File: src/rtl/slave_bus_ctrl.sv
// Bus-side slave access controller: decodes the master address to one of four slaves,
// strobes it until ack or timeout, drives the read-data mux select and returns a one-cycle ack.
module slave_bus_ctrl #(
    parameter int unsigned ADDR_W  = 32,
    parameter int unsigned SEL_HI  = 31,
    parameter int unsigned TIMEOUT = 15
) (
    input  logic              clk,
    input  logic              rst_n,
    input  logic              m_req,
    input  logic              m_we,
    input  logic [ADDR_W-1:0] m_addr,
    input  logic [31:0]       m_wdata,
    output logic              m_ack,
    output logic              m_err,
    output logic [31:0]       m_rdata,
    output logic              m_busy,
    output logic [3:0]        s_strb,
    output logic              s_we,
    output logic [ADDR_W-1:0] s_addr,
    output logic [31:0]       s_wdata,
    input  logic [3:0]        s_ack,
    output logic [1:0]        mux_sel,
    input  logic [31:0]       mux_data
);

    localparam int unsigned CNT_W = 8;
    localparam logic [CNT_W-1:0] CNT_LAST = CNT_W'(TIMEOUT - 1);

    typedef enum logic [1:0] {
        IDLE   = 2'd0,
        ACCESS = 2'd1,
        RESP   = 2'd2
    } state_t;

    state_t            state_q, state_d;
    logic [CNT_W-1:0]  cnt_q, cnt_d;
    logic              ack_d, err_d, busy_d, we_d;
    logic [31:0]       rdata_d, wdata_d;
    logic [ADDR_W-1:0] addr_d;
    logic [3:0]        strb_d;
    logic [1:0]        sel_d, req_idx;

    assign req_idx = m_addr[SEL_HI -: 2];

    // State and registered outputs
    always_ff @(posedge clk or negedge rst_n) begin
        if (!rst_n) begin
            state_q <= IDLE;
            cnt_q   <= '0;
            m_ack   <= 1'b0;
            m_err   <= 1'b0;
            m_busy  <= 1'b0;
            m_rdata <= '0;
            s_strb  <= '0;
            s_we    <= 1'b0;
            s_addr  <= '0;
            s_wdata <= '0;
            mux_sel <= 2'b00;
        end else begin
            state_q <= state_d;
            cnt_q   <= cnt_d;
            m_ack   <= ack_d;
            m_err   <= err_d;
            m_busy  <= busy_d;
            m_rdata <= rdata_d;
            s_strb  <= strb_d;
            s_we    <= we_d;
            s_addr  <= addr_d;
            s_wdata <= wdata_d;
            mux_sel <= sel_d;
        end
    end

    // Next state and next output values
    always_comb begin
        state_d = state_q;
        cnt_d   = cnt_q;
        ack_d   = 1'b0;
        err_d   = 1'b0;
        rdata_d = m_rdata;
        strb_d  = s_strb;
        we_d    = s_we;
        addr_d  = s_addr;
        wdata_d = s_wdata;
        sel_d   = mux_sel;

        case (state_q)
            IDLE: begin
                if (m_req) begin
                    addr_d  = m_addr;
                    we_d    = m_we;
                    wdata_d = m_wdata;
                    sel_d   = req_idx;
                    strb_d  = 4'(4'b0001 << req_idx);
                    cnt_d   = '0;
                    state_d = ACCESS;
                end
            end
            ACCESS: begin
                // Counter exits at CNT_LAST, so it tops out at TIMEOUT and never wraps
                cnt_d = cnt_q + CNT_W'(1);
                if (s_ack[mux_sel]) begin
                    if (!s_we) begin
                        rdata_d = mux_data;
                    end
                    strb_d  = '0;
                    ack_d   = 1'b1;
                    state_d = RESP;
                end else if (cnt_q == CNT_LAST) begin
                    strb_d  = '0;
                    rdata_d = '0;
                    ack_d   = 1'b1;
                    err_d   = 1'b1;
                    state_d = RESP;
                end
            end
            RESP: begin
                state_d = IDLE;
            end
            default: begin
                state_d = IDLE;
                strb_d  = '0;
            end
        endcase

        busy_d = (state_d != IDLE);
    end

endmodule

File: config.mk
export PLATFORM = sky130hd
export DESIGN_NAME = slave_bus_ctrl
export DESIGN_NICKNAME = d
export VERILOG_FILES = /design/src/rtl/slave_bus_ctrl.sv
export SDC_FILE = /design/constraint.sdc
export NUM_CORES = 1
export LEC_CHECK = 0
export BUFFER_PORTS_ARGS = -buffer_cell sky130_fd_sc_hd__clkbuf_2
export CAP_MARGIN = 20
export CORE_MARGIN = 10
export CORE_UTILIZATION = 30
export DETAILED_ROUTE_END_ITERATION = 16
export GPL_TIMING_DRIVEN = 0
export MAX_ROUTING_LAYER = met4
export PLACE_DENSITY_LB_ADDON = 0.12
export SETUP_SLACK_MARGIN = 0.02
export SLEW_MARGIN = 20
export SYNTH_ARGS = -nofsm -noshare
export SYNTH_HDL_FRONTEND = slang
export SYNTH_SLANG_ARGS = --single-unit
File: constraint.sdc
create_clock -name clk -period 3.3 [get_ports clk]
set_input_delay 0.66 -clock clk [delete_from_list [all_inputs] [get_ports clk]]
set_output_delay 0.66 -clock clk [all_outputs]
set_load 0.05 [all_outputs]
-- Word level (Yosys, flattened, before mapping)
Cells that the tools add are included.
- add/subtract/negate cells: 1
- order comparisons: 1
- equal/unequal tests: 6
- shifts and indexed selects: 1
- mux-type cells: 20
- bitwise gates (word level): 1
- reduce and logical (&&, ||, !) cells: 8
- operators by type and width (kind ; number):
    $mux W32 ; 3
    $pmux W8 S2 ; 1
    $mux W4 ; 3
    $pmux W4 S3 ; 1
    $add A8 B1 Y8 const B ; 1
    $eq A8 B4 Y1 const B ; 1
    $mux W8 ; 1
    $mux W1 ; 6
    $mux W2 ; 3
    $reduce_and A3 Y1 ; 2
    $reduce_bool A2 Y1 ; 3
    $ne A2 B2 Y1 const B ; 2
    $pmux W2 S2 ; 1
    $reduce_and A2 Y1 ; 2
    $shl A1 B2 Y4 const A ; 1
    $lt A2 B3 Y1 const B ; 1
    $ne A3 B3 Y1 const B ; 1
    $bmux W1 S2 ; 1
    $eq A2 B1 Y1 const B ; 1
    $eq A2 B2 Y1 const B ; 1
    $logic_not A2 Y1 ; 1
    $not A1 Y1 ; 1
- register bits after elaboration: 116
- input bits: 104
- logic and storage cells: 49

-- Logic depth before layout (Yosys ltp)
- depth in word-level cells: 5
- gate-level depth with buffers: 7
- gate-level depth less buffers: 6

-- Least setup slack after synthesis
OpenSTA, ideal clock, no wires.
- path type: reg2reg
- start point: register, netlist name s_addr[30]
- end point: register m_rdata[0]
- library setup time: 0.121 ns
- arrival time: 1.853 ns
- required time: 3.179 ns
- path slack: 1.326 ns
- stages on the path, launching flop included: 5
- clock period less this slack: 1.974 ns
- cells stage by stage: dfrtp_1 -> mux4_2 -> nor3b_2 -> buf_6 -> a22o_1
- RTL lines (element ; RTL line ; text):
    end signal, assigned ; 66 ; m_rdata <= rdata_d;
    end, declared ; 16 ; output logic [31:0] m_rdata,

-- Final worst setup path
- start point: register state_q[0]
- end point: register s_wdata[25]
- cells in the longest elaborated chain, start to end: 2
- ends and longest elaborated chain (element ; RTL line ; text):
    start, declared ; 36 ; state_t state_q, state_d;
    start signal, assigned ; 61 ; state_q <= state_d;
    $logic_not A2 Y1 ; 88 ; case (state_q)
    $reduce_and A2 Y1 (no source line) ; -- ;
    end signal, assigned ; 70 ; s_wdata <= wdata_d;
    end, declared ; 21 ; output logic [31:0] s_wdata,
No other way between the ends.
A chain may end at the register's enable or synchronous reset.

==> impl_results.md <==
- Fillers: 1461
- Clock root buffer: clkbuf_16
- Final Hold Fails: 0
- Initial antenna violation count: 0
- Crit path time final: 1.92 ns
- Drt initial violations: 142
- Gr usage total: 14.2%
- CP Launch Type: flip-flop
- Chip height: 141 µm
- CP Max Fanout: 10
- Sequential share of the synthesized area: 64.8%
- Layout cells sized above 1: 39.0%
- Synth Warn #: 0
- Detail Route Antenna Nets: 0
- Reg2Reg Launch Point: state_q[0]
- H-Tree Depth: 4
- Post-Syn Instances: 418
- Finished Layout Cells: 843
- Clock network power share: 22.1%
- First-pass GRT wire length: 21800 µm
- Psw: 4.18 mW
- Net Count, Synth: 524
- Worst-margin pin slew: 0.646 ns
- Final setup vio count: 0
- FF-to-FF setup slack: 1.38 ns
- Slew headroom: 56.9%
- Post_cts resized: 0
- Nets: 753
- GP Congestion: 0.773
- Slew Limit Fails: 0
- CP arrival: 2.26 ns
- GR Overflow Total: 0
- Max Buffers Root-to-Sink: 2
- Setup bufs post-CTS: 0
- Via Count: 3742
- Crit path capture type: flip-flop
- Setup TNS: 0 ns
- Largest net degree at the start of global routing: 68
- TritonCTS clock tree: done
- Max-cap check violation count: 0
- Residual DRC: 0
- Slowest-stage cell, CP: clkbuf_1
- CTS Buf Count: 17
- Leak: 3.58 nW
- Core ar.: 14500 µm²
- Port Buffer Count: 209
- Critical path's largest stage delay: 0.55 ns
- Avg WL per Cell: 16.1 µm
- Final WL: 13600 µm
- Sequential power share: 28.2%
- Internal power: 4.30 mW
- Cts hold-fix bufs: 0
- DPL Wire Length: 10300 µm
- Ports: 210
- CP dominant cell by count: nand2_1
- DP Cell Count: 812
- CP Class: reg2reg
- Combinational power share: 49.7%
- #FFs+latches synth: 114
- Sw Ratio: 49.3%
- Antenna cells: 0
- Clock Latency Late Sink: 0.41 ns
- PwrDens: 1340 nW/µm²
- Fin crit share: 58.2%
- Sink Count: 114
- Reg2Reg Depth: 5
- Clock slew at reported path FFs: 0.05 ns
- Vias in the first global route: 3977
- Critical Path RT: 3.64 ns
- Distinct cells, synth: 32
- Hold Crit Class: in2async
- Reg2Reg Capture Point: s_wdata[25]
- FMAX: 521 MHz
- Area Growth Syn to Fin: 43.6%
- Skew final: 0.00677 ns
- Syn Area/Cell: 10.5 µm²
- Vias per cell: 4.44
- Critical path, cell by cell: nor3b_2 -> clkbuf_1 -> buf_2 -> nand2_1 -> nand2_1
- Total power: 8.49 mW
- DRT Pass-1 Iters: 4
- Worst vdd ir: 493 µV
- Die width: 141 µm
- Hold slack: 0.260 ns
- Row count: 44
- Die area: 19900 µm²
- RSZ-0062 raised after global routing: no
- Outcome: finished clean
- Mapped Area: 4400 µm²
- Starting Density: 30.4%
==> worst max-delay path: cells and delay by family (launching register included) <==
family	cells	cell delay, ns
simple gates	3	0.51
flops	1	0.45
buf+inv	2	0.91
==> routing by layer <==
metal / wire length, µm / GRT usage (%) / share of wire, %
met2: 6280 / 21.3 / 46
met3: 1150 / 6.08 / 8.5
met4: 144 / 4.73 / 1.1
met5: 0 / - / 0
met1: 5980 / 16.7 / 44
==> cell families (layout without fill, tap and decap cells) <==
logic type               Yosys count  after routing  synth area share [%]
adder cells (fa/ha/maj)            2              2                 0.568
XOR/XNOR                           1              1                 0.199
multiplexers                       4              4                  1.19
buffers and inverters             24            265                  3.61
AO/OA/AOI/OAI                     46             46                  8.75
AND/OR/NAND/NOR                  227            227                  20.9
flip-flops                       114            114                  64.8
==> power groups by stage <==
stage / clock network [mW] / registers [mW] / logic [mW]
global placement: 0 / 2.38 / 4.25
floorplan: 0 / 4.43 / 1.11
finish: 1.88 / 2.39 / 4.21
CTS: 1.93 / 2.40 / 4.28
global route: 1.99 / 2.47 / 4.51
detailed placement: 0 / 2.41 / 4.28
==> synth_stat cells <==
master,instances,share of area [%]
buf_6,3,0.77
nand3_1,6,0.68
nand3_4,1,0.40
nor2_1,4,0.34
nand2b_1,1,0.14
o22ai_2,1,0.28
and2b_1,1,0.17
ha_1,2,0.57
a21o_1,1,0.17
dfrtp_1,114,65
nor4_1,1,0.14
o21bai_1,1,0.17
nor3_1,1,0.11
nand2_1,204,17
o21ai_0,7,0.80
o2bb2ai_1,2,0.40
nor3b_2,2,0.57
and2_2,2,0.34
buf_4,2,0.34
nand4_1,1,0.14
mux4_2,1,0.51
mux2i_1,3,0.68
buf_2,4,0.45
a32o_1,1,0.23
buf_8,3,1.0
inv_1,2,0.17
a21o_4,1,0.34
and3_1,2,0.28
or2_2,1,0.14
xor2_1,1,0.20
a22o_1,32,6.4
clkbuf_1,10,0.85
==> cells in the final DEF, fill, tap and decap left out <==
master / Yosys / routed
clkbuf_2: 0 / 208
nand2_1: 204 / 204
dfrtp_1: 114 / 114
a22o_1: 32 / 32
clkbuf_16: 0 / 17
clkbuf_1: 10 / 15
o21ai_0: 7 / 7
nand3_1: 6 / 6
clkbuf_8: 0 / 6
nor2_1: 4 / 4
buf_2: 4 / 4
buf_6: 3 / 3
buf_8: 3 / 3
mux2i_1: 3 / 3
bufinv_16: 0 / 3
and3_1: 2 / 2
and2_2: 2 / 2
inv_1: 2 / 2
nor3b_2: 2 / 2
o2bb2ai_1: 2 / 2
ha_1: 2 / 2
buf_4: 2 / 2
and2b_1: 1 / 1
nor4_1: 1 / 1
mux4_2: 1 / 1
a21o_4: 1 / 1
nand2b_1: 1 / 1
o21bai_1: 1 / 1
nand3_4: 1 / 1
nand4_1: 1 / 1
xor2_1: 1 / 1
or2_2: 1 / 1
o22ai_2: 1 / 1
nor3_1: 1 / 1
a21o_1: 1 / 1
a32o_1: 1 / 1
clkinv_2: 0 / 1
buf_16: 0 / 1
==> cell type report <==
type,count,area [µm²],area share (%)
sequential,114,2850,45.1
multi-input combinational,280,1390,22.0
timing repair buffer,210,1080,17.1
clock buffer,27,513,8.11
tap,184,230,3.64
buffer,22,151,2.39
clock inverter,4,95.1,1.50
inverter,2,7.51,0.119
==> stage by stage <==
stage | util [%] | setup WS, ns | instance area (µm²)
detailed placement | 39.5 | 1.02 | 5710
global placement | 39.2 | -0.167 | 5680
global route | 43.7 | 1.13 | 6320
finish | 43.7 | 1.38 | 6320
floorplan | - | 1.33 | 4400
CTS | 43.7 | 1.29 | 6320
==> registers in the layout, indices dropped and copies added (netlist names) <==
register,flops
s_wdata,32
s_addr,32
m_err,1
m_rdata,32
s_strb,4
state_q,2
m_busy,1
s_we,1
cnt_q,8
m_ack,1
==> worst max path at each step <==
stage / from / to / slack (ns)
final: state_q[0] / s_wdata[25] / 1.38
after global routing: state_q[0] / s_wdata[20] / 1.13
after CTS: state_q[0] / s_wdata[20] / 1.29
after detailed placement: m_req / s_wdata[23] / 1.02
after global placement: rst_n / s_addr[10] / -0.17
after floorplan: s_addr[30] / m_rdata[0] / 1.33
(Power assumes the default switching activity.)
